<file path="config.mk">
export PLATFORM = sky130hd
export DESIGN_NAME = uart_tx_arbiter
export DESIGN_NICKNAME = d
export VERILOG_FILES = /design/src/rtl/uart_tx_arbiter.sv
export SDC_FILE = /design/constraint.sdc
export NUM_CORES = 1
export LEC_CHECK = 0
export ABC_AREA = 1
export CAP_MARGIN = 25
export CORE_MARGIN = 5
export CORE_UTILIZATION = 48
export CTS_CLUSTER_SIZE = 10
export DETAILED_ROUTE_END_ITERATION = 12
export PLACE_DENSITY = 0.85
export RECOVER_POWER = 25
export SYNTH_ARGS = -nofsm -noshare
export SYNTH_HDL_FRONTEND = slang
export SYNTH_SLANG_ARGS = --single-unit
export TNS_END_PERCENT = 100
</file>
<file path="constraint.sdc">
create_clock -name Clock -period 3.75 [get_ports Clock]
set_clock_uncertainty 0.1 [all_clocks]
set_input_delay 0.375 -clock Clock [delete_from_list [all_inputs] [get_ports Clock]]
set_output_delay 0.375 -clock Clock [all_outputs]
set_load 0.02 [all_outputs]
</file>
<file path="src/rtl/uart_tx_arbiter.sv">
// -----------------------------------------------------------------------------
// uart_tx_arbiter
//
// Shares one UART transmitter between REQUESTERS independent byte sources.
// Each requester holds Request_i[k] high with a stable byte on its Data_i slice
// until it sees its Ack_o[k] pulse. The arbiter picks one pending requester,
// issues a single-cycle start strobe plus the registered byte to the
// transmitter, then keeps that requester's grant until the transmitter reports
// frame completion on UartDone_i.
//
// Arbitration:
//   default build                   round-robin, search starts after last winner
//   UART_ARB_FIXED_PRIORITY_EN set  lowest set request index always wins
//
// Ports:
//   Clock        in   system clock, rising edge
//   Reset        in   asynchronous, active-low reset
//   Request_i    in   [REQUESTERS]            level requests
//   Data_i       in   [REQUESTERS*DATA_WIDTH] requester k byte at k*DATA_WIDTH
//   Ack_o        out  [REQUESTERS]            one-cycle accept pulse
//   Grant_o      out  [REQUESTERS]            one-hot frame owner, 0 when idle
//   Busy_o       out  high while a frame is owned
//   UartStart_o  out  one-cycle start strobe to the transmitter
//   UartData_o   out  [DATA_WIDTH] byte to the transmitter, held until next start
//   UartBusy_i   in   transmitter busy flag (blocks a new start)
//   UartDone_i   in   transmitter one-cycle frame-complete pulse
// -----------------------------------------------------------------------------
module uart_tx_arbiter #(
   parameter int REQUESTERS = 4,
   parameter int DATA_WIDTH = 8
) (
   input  logic                             Clock,
   input  logic                             Reset,
   input  logic [REQUESTERS-1:0]            Request_i,
   input  logic [REQUESTERS*DATA_WIDTH-1:0] Data_i,
   output logic [REQUESTERS-1:0]            Ack_o,
   output logic [REQUESTERS-1:0]            Grant_o,
   output logic                             Busy_o,
   output logic                             UartStart_o,
   output logic [DATA_WIDTH-1:0]            UartData_o,
   input  logic                             UartBusy_i,
   input  logic                             UartDone_i
);

   localparam int IDX_W = (REQUESTERS > 1) ? $clog2(REQUESTERS) : 1;

   localparam logic [0:0] ST_IDLE      = 1'b0;
   localparam logic [0:0] ST_WAIT_DONE = 1'b1;

   logic [0:0]            state_reg;
   logic                  start_cycle_reg;   // high during the first WAIT_DONE cycle
   logic [IDX_W-1:0]      last_grant_reg;

   logic                  winner_valid;
   logic [IDX_W-1:0]      winner_idx;
   logic [REQUESTERS-1:0] winner_onehot;
   logic [DATA_WIDTH-1:0] req_data [REQUESTERS];

   // Unpack the flat data bus into one byte per requester.
   for (genvar gi = 0; gi < REQUESTERS; gi++) begin : g_unpack
      assign req_data[gi] = Data_i[gi*DATA_WIDTH +: DATA_WIDTH];
   end

`ifdef UART_ARB_FIXED_PRIORITY_EN
   // Descending scan so the lowest set index is the last (winning) assignment.
   always_comb begin
      winner_valid = 1'b0;
      winner_idx   = '0;
      for (int i = REQUESTERS - 1; i >= 0; i--) begin
         if (Request_i[i]) begin
            winner_valid = 1'b1;
            winner_idx   = IDX_W'(i);
         end
      end
   end
`else
   int rr_cand;

   // Search last+1, last+2, ... wrapping; the last winner is visited last,
   // so a held request cannot be served again while another one is pending.
   always_comb begin
      winner_valid = 1'b0;
      winner_idx   = '0;
      rr_cand      = 0;
      for (int i = 1; i <= REQUESTERS; i++) begin
         rr_cand = int'(last_grant_reg) + i;
         if (rr_cand >= REQUESTERS) begin
            rr_cand = rr_cand - REQUESTERS;
         end
         if (!winner_valid && Request_i[IDX_W'(rr_cand)]) begin
            winner_valid = 1'b1;
            winner_idx   = IDX_W'(rr_cand);
         end
      end
   end
`endif

   always_comb begin
      winner_onehot             = '0;
      winner_onehot[winner_idx] = 1'b1;
   end

   always_ff @(posedge Clock or negedge Reset) begin
      if (!Reset) begin
         state_reg       <= ST_IDLE;
         start_cycle_reg <= 1'b0;
         last_grant_reg  <= IDX_W'(REQUESTERS - 1);
         Ack_o           <= '0;
         Grant_o         <= '0;
         Busy_o          <= 1'b0;
         UartStart_o     <= 1'b0;
         UartData_o      <= '0;
      end else begin
         // Strobes default low so they last exactly one cycle.
         UartStart_o <= 1'b0;
         Ack_o       <= '0;
         case (state_reg)
            ST_IDLE: begin
               if (winner_valid && !UartBusy_i) begin
                  state_reg       <= ST_WAIT_DONE;
                  start_cycle_reg <= 1'b1;
                  last_grant_reg  <= winner_idx;
                  UartData_o      <= req_data[winner_idx];
                  UartStart_o     <= 1'b1;
                  Ack_o           <= winner_onehot;
                  Grant_o         <= winner_onehot;
                  Busy_o          <= 1'b1;
               end
            end
            ST_WAIT_DONE: begin
               start_cycle_reg <= 1'b0;
               // A done pulse in the start cycle belongs to no frame of ours.
               if (!start_cycle_reg && UartDone_i) begin
                  state_reg <= ST_IDLE;
                  Grant_o   <= '0;
                  Busy_o    <= 1'b0;
               end
            end
            default: begin
               state_reg <= ST_IDLE;
               Grant_o   <= '0;
               Busy_o    <= 1'b0;
            end
         endcase
      end
   end

endmodule

</file>
==> impl_results.md, run 1 <==
* Status: complete, no violations
* First-pass GRT wire length at 6.161 mm
* Post-cts hold buffer count at 0
* Worst Path Required at 3850 ps
* Post-CTS Resized at 0
* Min-delay src: UartData_o[2]
* Fmax at 409.3 MHz
* Initial Util at 50.93%
* Cell Area, Synth at 0.001580 mm^2
* Final wirelength at 3.793 mm
* WHS Endpoint: UartData_o[2]
* Core Footprint at 0.003103 mm^2
* Fin crit share at 65.16%
* Pwr Total at 0.002188 W
* DRC viols at 0
* Max Cap Violations at 0
* Gr usage total at 17.19%
* Leakage power at 1.088 nW
* DP HPWL at 3.039 mm
* Share of layout cells above drive strength 1 at 19.40%
* Root buf cell: clkbuf_4
* 1st-iter DRT viols at 132
* Clock latency on the worst-skew pair at 300 ps
* Rows at 20
* Number of global-route vias before repair at 1459
* Slowest CP cell: dfstp_2
* Syn Inst Count at 215
* Endpoint class of the critical path: flip-flop
* Int Pwr at 0.0009843 W
* CP arrival at 2550 ps
* Part of the power in registers at 19.6%
* GR Overflow Total at 0
* Slew @ Worst Pin at 910.4 ps
* Register area share after synthesis at 35.00%
* Slew Viols, Final at 0
* CP dominant cell by count: nand2_1
* Crit path launch type: flip-flop
* DIE WIDTH at 67.38 um
* Slew HR at 39.11%
* H-tree depth at 1
* Worst R2R End: UartData_o[2]
* Via/cell ratio at 4.881
* Via count at 1523
* Hold path cells at 2
* Pwr per Cell Area at 1009 mW/mm^2
* Sw Share at 55.01%
* Unrepaired setup endpoints after global routing: no
* Critical path type: flip-flop to flip-flop
* Clock Tree Buf Depth at 2
* Mean cell area of the mapped netlist at 7.350 um^2
* Max stage delay on crit path at 700 ps
* Worst-path fanout max at 21
* Clk slew on worst S/H paths at 110 ps
* Switching power of the nets at 0.001204 W
* Post-CTS Setup Bufs at 0
* Remaining antenna violation count at 0
* TritonRoute pass-1 iters at 5
* R2R Setup Slk at 1310 ps
* Routed length per placed instance at 12.16 um
* Antenna Cells at 0
* # clock sinks at 22
* Die Height at 67.38 um
* Final Hold Fails at 0
* CTS tree: built
* HP Class: flip-flop to flip-flop
* Max FFs per register at 8
* R2r worst-path depth at 15
* YS warnings at 0
* Seq cells post-synth at 22
* Setup TNS at 0 ps
* Largest net degree at the start of global routing at 23
* Register with the most flip-flops: UartData_o
* Final Setup Violations at 0
* Critical Path Start: last_grant_reg[0]
* Final-stage net count at 309
* Mapped Nets at 255
* Critical-path cell list: inv_8, nand2_2, nand2_2, nand2_4, nand2_4, clkinv_1, nand3_2, nand2_4, nand3_4, nand2_2, nand2_1, nand2_1, nand2_1, nand2_1, nand2_1
* Routability Congestion at 0.8219
* Comb power frac at 74.7%
* RR Startpoint: last_grant_reg[0]
* Netlist cell types at 26
* DIE AREA at 0.004539 mm^2
* Cts bufs inserted at 3
* Biggest regs: UartData_o: 8 flops, Ack_o: 4 flops, Grant_o: 4 flops
* Fin crit period at 2443 ps
* Clock power share at 5.7%
* Synth-to-layout area growth at 37.21%
* Number of antenna violations at the first check in global routing at 0
* Worst vdd ir at 885.4 uV
* I/O Buffers at 57
* I/O pin count at 58
## how the worst max path moves through the flow
stage | endpoint | slack (ps)
2_1_floorplan | UartData_o[1] | 1810
3_3_place_gp | UartData_o[0] | 1280
3_5_place_dp | UartData_o[0] | 1210
4_1_cts | UartData_o[0] | 1320
5_1_grt | UartData_o[2] | 1180
6_report | UartData_o[2] | 1310
## cell usage in the layout (no fill, tap or decap)
cell,synthesis,layout
o21ai_2,2,2
nor2_1,6,6
dlygate4sd3_1,0,1
dfstp_2,2,2
nand3_1,8,8
nand4_1,17,17
o21ai_1,5,5
inv_2,6,6
nand2_4,5,5
nor2_4,1,1
nand2_1,91,91
o21ai_0,2,2
inv_8,1,1
clkbuf_8,0,1
nand2_2,25,25
clkbuf_4,0,3
inv_1,9,9
nand3_4,2,2
clkdlybuf4s50_1,0,56
dfrtp_1,20,20
nand4_4,1,1
and2_4,1,1
clkinv_1,1,1
nand3_2,1,1
nor2_8,1,1
## worst max-delay path: cells and delay by family, from the launching register on
family | cells | cell delay, ps
buffers and inverters | 2 | 170
DFF | 1 | 700
and+or+nand+nor | 13 | 1360
## metal layers
| layer | global-route usage (%) | up-vias | wire length [um] |
|---|---|---|---|
| met5 | 0 | - | 0 |
| met4 | 5.063 | 0 | 63 |
| met3 | 1.664 | 7 | 281 |
| met2 | 31.04 | 67 | 1815 |
| met1 | 21.55 | 658 | 1633 |
| li1 | - | 791 | - |
## cells in the mapped netlist
library cell  number  area, um^2
nor2_8             1       20.02
nand2_1           91       341.6
nand2_2           25       156.4
and2_4             1       8.760
buf_8              1       15.01
inv_1              9       33.78
nand4_4            1       21.27
nor2_4             1       11.26
dfstp_2            2       52.55
o21ai_1            5       25.02
o21ai_2            2       17.52
nand3_1            8       40.04
dfrtp_1           20       500.5
inv_2              6       22.52
o21ai_0            2       10.01
buf_4              1       7.510
buf_2              4       20.02
nand4_1           17       106.4
nand3_4            2       35.03
buf_6              1       11.26
inv_8              1       11.26
nand2_4            5       56.30
buf_12             1       20.02
nand3_2            1       10.01
clkinv_1           1       3.750
nor2_1             6       22.52
## area by class of cell
class / count / area, um^2
repair buffers: 57 / 570.5
inverters: 17 / 71.32
flip-flops and latches: 22 / 553.0
fillers: 282 / 934.6
well taps: 44 / 55.05
clock buffers: 4 / 36.28
multi-input cells: 168 / 882.1
## cells by family (layout without fill, tap and decap cells)
kind of cell,Yosys count,in the layout,synth area share [%]
AND/OR/NAND/NOR,159,159,52.49
buffers and inverters,25,78,9.184
flip-flops,22,22,35.00
AO/OA/AOI/OAI,9,9,3.325
## power by group through the flow
stage	Sequential [W]	Clock (W)	Combinational, W
CTS	0.000428	0.000125	0.00163
global route	0.000441	0.000136	0.00181
global placement	0.000430	0	0.00160
finish	0.000428	0.000126	0.00163
floorplan	0.000497	0	0.00128
detailed placement	0.000433	0	0.00163
## per-stage QoR
stage                     hold slack [ps]  cells  util, %  setup WS, ps  area (um^2)
after global routing                433.8    312    69.88          1179         2168
final                               401.9    312    69.88          1307         2168
after CTS                           408.1    312    69.88          1319         2168
after floorplan                    -20.59    215        -          1814         1580
after global placement              370.3    308    68.71          1282         2132
after detailed placement            380.3    308    68.71          1213         2132
(Power assumes the default switching activity.)
==> inputs of run 2 (changes only) <==
CORE_UTILIZATION = 40   (was 48)
PLACE_DENSITY = 0.76   (was 0.85)
clock period = 1.97 ns   (was 3.75 ns; I/O delays follow)
==> impl_results.md, run 2 (synthesis results as in run 1) <==
* Worst Path Required at 2020 ps
* Sw Share at 47.19%
* Leakage power at 1.287 nW
* Synth-to-layout area growth at 62.47%
* Share of layout cells above drive strength 1 at 29.93%
* Placed Area at 0.002337 mm^2
* DIE WIDTH at 72.86 um
* Root buf cell: clkbuf_8
* Routability Congestion at 0.8506
* Design Area, Final at 0.002567 mm^2
* Routed length per placed instance at 12.13 um
* Final Hold Fails at 0
* Most common cell after layout, fill and taps aside: nand2_1
* Slew HR at 25.41%
* HP Class: flip-flop to flip-flop
* Via/cell ratio at 4.716
* Largest net degree at the start of global routing at 23
* Int Pwr at 0.002977 W
* First-pass GRT wire length at 6.589 mm
* Part of the power in registers at 14.4%
* Number of antenna violations at the first check in global routing at 0
* Cts bufs inserted at 3
* Final setup margin at -121.4 ps
* Biggest regs: UartData_o: 8 flops, Ack_o: 4 flops, Grant_o: 4 flops
* Status: finished, violations left
* Fin crit share at 106.2%
* Commonest cells after routing, fill and taps aside: 85 x nand2_1, 56 x clkdlybuf4s50_1, 23 x nand2_2
* Final Non-Filler Cells at 342
* Final Setup Violations at 18
* DIE AREA at 0.005308 mm^2
* Number of global-route vias before repair at 1493
* Final-stage net count at 335
* Endpoint class of the critical path: flip-flop
* 1st-iter DRT viols at 96
* Unrepaired setup endpoints after global routing: yes
* Switching power of the nets at 0.002660 W
* Slew @ Worst Pin at 1119 ps
* # clock sinks at 22
* I/O Buffers at 57
* Crit path launch type: flip-flop
* Register with the most flip-flops: UartData_o
* Failing checks: negative setup slack
* Worst vdd ir at 1454 uV
* DRC viols at 0
* Worst-path fanout max at 8
* I/O pin count at 58
* Pwr Total at 0.005636 W
* Critical path type: flip-flop to flip-flop
* Via count at 1613
* Die Height at 72.86 um
* Fin crit period at 2091 ps
* Clock latency on the worst-skew pair at 250 ps
* Fmax at 478.1 MHz
* CTS tree: built
* Clock power share at 7.3%
* TritonRoute pass-1 iters at 4
* Placed Instances at 332
* Max FFs per register at 8
* Comb power frac at 78.3%
* Core Footprint at 0.003744 mm^2
* Clock Tree Buf Depth at 2
* Gr usage total at 15.31%
* Slew Viols, Final at 0
* Max Cap Violations at 0
* Pwr per Cell Area at 2195 mW/mm^2
* Initial Util at 42.21%
* Remaining antenna violation count at 0
* Final wirelength at 4.150 mm
* DP HPWL at 3.239 mm
* CP arrival at 2150 ps
* GR Overflow Total at 0
* Hold slack at 390.4 ps
* Clk slew on worst S/H paths at 80 ps
* Rows at 22
* H-tree depth at 1
* Antenna Cells at 0
run 2: per-stage QoR:
stage | setup slack (ps) | setup TNS, ps | utilization [%]
floorplan | 34.04 | 0 | -
global placement | -78.81 | -593.8 | 62.43
detailed placement | -99.96 | -838.5 | 62.43
CTS | -81.96 | -544.1 | 65.91
global route | -244.2 | -3637 | 68.58
finish | -121.4 | -1612 | 68.58
run 2: final timing paths:
check                                  startpoint       endpoint  slack (ps)  depth (start not counted)
worst min-delay path                       Busy_o         Busy_o         390                          2
min in group asynchronous                   Reset     Grant_o[0]         580                          2
max in group asynchronous                   Reset       Ack_o[0]         530                          2
worst max-delay path            last_grant_reg[0]  UartData_o[2]        -120                         16
worst max register to register  last_grant_reg[0]  UartData_o[2]        -120                         16
worst min register to register             Busy_o         Busy_o         390                          2
run 2: per-layer routing:
layer	vias up	track usage [%]	share of wire, %
met5	-	0	0
met4	0	4.303	0.41
met3	2	2.204	7.9
met2	54	24.95	48
met1	710	21.03	44
li1	847	-	-
run 2: power by group through the flow:
| stage | clock network, W | logic, W | registers, W |
|---|---|---|---|
| floorplan | 0 | 0.00244 | 0.000945 |
| global placement | 0 | 0.00370 | 0.000808 |
| detailed placement | 0 | 0.00375 | 0.000818 |
| CTS | 0.000417 | 0.00391 | 0.000810 |
| global route | 0.000437 | 0.00479 | 0.000839 |
| finish | 0.000409 | 0.00441 | 0.000812 |
run 2: area by class of cell:
| cell class | count | area, um^2 |
|---|---|---|
| Multi-Input combinational cell | 168 | 964.7 |
| Sequential cell | 22 | 553.0 |
| Timing Repair Buffer | 83 | 844.6 |
| Tap cell | 48 | 60.06 |
| Clock buffer | 3 | 41.29 |
| Fill cell | 309 | 1176 |
| Inverter | 17 | 73.82 |
| Clock inverter | 1 | 30.03 |
run 2: repair_timing:
| action | in CTS | in global routing |
|---|---|---|
| gates cloned | 0 | 1 |
| setup buffers | 2 | 3 |
| hold buffers | 0 | 0 |
| resized for setup | 10 | 17 |
| pin swaps | 1 | 3 |
| endpoints found under the setup margin | 18 | 20 |
run 2: worst max-delay path, stage by stage, from the launching register on:
cell and delay, ps:
dfstp_2 660, inv_8 90, nand2_4 80, nand2_4 70, nand2_4 70, nand2_4 80
inv_2 70, nand3_2 80, nand2_4 90, nand3_4 110, clkbuf_16 180, nand2_2 50
nand2_1 40, nand2_1 50, nand2_1 60, nand2_1 60, nand2_1 50
==> inputs of run 3 (changes only) <==
PLACE_DENSITY = 0.81   (was 0.76)
SETUP_SLACK_MARGIN = 0.05   (was default)
==> impl_results.md, run 3 (synthesis results as in run 1) <==
* Final-stage net count at 338
* Status: finished, violations left
* Number of global-route vias before repair at 1683
* Pwr per Cell Area at 2163 mW/mm^2
* Cts bufs inserted at 3
* # clock sinks at 22
* Register with the most flip-flops: UartData_o
* Rows at 22
* DIE WIDTH at 72.86 um
* Remaining antenna violation count at 0
* Commonest cells after routing, fill and taps aside: 73 x nand2_1, 56 x clkdlybuf4s50_1, 32 x nand2_2
* DRC viols at 0
* Share of layout cells above drive strength 1 at 34.34%
* Fin crit share at 109.0%
* Largest net degree at the start of global routing at 23
* Max FFs per register at 8
* Final wirelength at 4.696 mm
* CTS tree: built
* Clock latency on the worst-skew pair at 260 ps
* Worst Path Required at 2020 ps
* Most common cell after layout, fill and taps aside: nand2_1
* Clk slew on worst S/H paths at 80 ps
* Register Area at 553.0 um^2
* Via/cell ratio at 4.994
* Hold path cells at 2
* 1st-iter DRT viols at 93
* Worst R2R End: UartData_o[0]
* Final setup margin at -178.2 ps
* Via count at 1723
* R2r worst-path depth at 15
* Core Footprint at 0.003744 mm^2
* DIE AREA at 0.005308 mm^2
* Slew Viols, Final at 0
* TritonRoute pass-1 iters at 4
* Antenna Cells at 0
* Final Non-Filler Cells at 345
* Initial Util at 42.21%
* Routability Congestion at 0.8516
* Number of antenna violations at the first check in global routing at 0
* WHS Endpoint: Grant_o[1]
* R2R Setup Slk at -180 ps
* DP HPWL at 3.336 mm
* CP arrival at 2200 ps
* I/O pin count at 58
* Post-cts hold buffer count at 0
* Crit path launch type: flip-flop
* Min-delay src: Grant_o[1]
* Final Setup Violations at 21
* Hold slack at 378.4 ps
* Failing checks: negative setup slack
* Clock Tree Buf Depth at 2
* Endpoint class of the critical path: flip-flop
* Setup TNS at -2333 ps
* Slew HR at 22.94%
* Fin crit period at 2148 ps
* I/O Buffers at 57
* Routed length per placed instance at 13.61 um
* RR Startpoint: last_grant_reg[0]
* Slew @ Worst Pin at 1156 ps
* Placed Instances at 331
* Unrepaired setup endpoints after global routing: yes
* Leakage power at 1.306 nW
* Worst-path fanout max at 8
* H-tree depth at 1
* Critical path type: flip-flop to flip-flop
* Synth-to-layout area growth at 66.59%
* FILL cells at 300
* Die Height at 72.86 um
* Gr usage total at 17.22%
* HP Class: flip-flop to flip-flop
* Biggest regs: UartData_o: 8 flops, Ack_o: 4 flops, Grant_o: 4 flops
* Root buf cell: clkbuf_8
* GR Overflow Total at 0
* Pwr Total at 0.005693 W
* Worst vdd ir at 1264 uV
* Final Hold Fails at 0
* Multi-input logic area at 0.001025 mm^2
* First-pass GRT wire length at 7.355 mm
* Fmax at 465.5 MHz
* Final core utilization at 70.32%
* Max Cap Violations at 0
## run 3: cell count changes in the layout (fill, tap and decap cells not counted), sizes merged
| cell | delta |
|---|---|
| buf | +4 |
| bufinv | -1 |
| clkinv | +1 |
| inv | -1 |
## run 3: report_power, final
part | switching (W) | internal [W]
sequential | 0.000124 | 0.000661
clock | 0.000144 | 0.000144
combinational | 0.00257 | 0.00205
total | 0.00284 | 0.00286
## run 3: critical path, stage by stage (launching register included)
cell and delay, ps:
dfstp_2 630, buf_6 130, nand2_1 110, nand2_4 110, nand2_4 80, nand2_8 90, nor2_8 60, nand4_4 110
nand3_4 110, buf_12 160, nand2_2 60, nand2_2 50, nand2_1 60, nand2_1 50, nand2_1 60, nand2_1 60
## run 3: layout make-up
class | count | area share, %
Multi-Input combinational cell | 168 | 38.93
Clock buffer | 4 | 1.711
Inverter | 17 | 2.994
Timing Repair Buffer | 86 | 33.08
Sequential cell | 22 | 21.01
Tap cell | 48 | 2.281
## run 3: how the worst max path moves through the flow
stage / to / startpoint / slack, ps / depth (start not counted)
after floorplan: UartData_o[1] / last_grant_reg[0] / 40 / 17
after global placement: last_grant_reg[0] / Request_i[3] / -160 / 11
after detailed placement: last_grant_reg[0] / last_grant_reg[0] / -160 / 11
after CTS: Grant_o[3] / last_grant_reg[0] / -80 / 14
after global routing: UartData_o[7] / last_grant_reg[0] / -290 / 15
final: UartData_o[0] / last_grant_reg[0] / -180 / 15
## run 3: through the flow
stage / instance area, um^2 / setup WS [ps]
after floorplan: 1589 / 43.63
after global placement: 2357 / -155.5
after detailed placement: 2357 / -158.3
after CTS: 2541 / -83.37
after global routing: 2633 / -292.1
final: 2633 / -178.2
## run 3: metal layers
metal	vias to the layer above	track usage (%)	share of wire, %
met2	60	30.06	50
met3	6	1.240	5.5
li1	853	-	-
met1	804	22.65	43
met5	-	0	0
met4	0	5.123	1.5
## run 3: what timing repair did
action / CTS / global route
hold endpoints to repair: 0 / 0
setup buffers: 5 / 5
setup endpoints to repair: 20 / 22
resized for setup: 24 / 18
pin swaps: 5 / 14
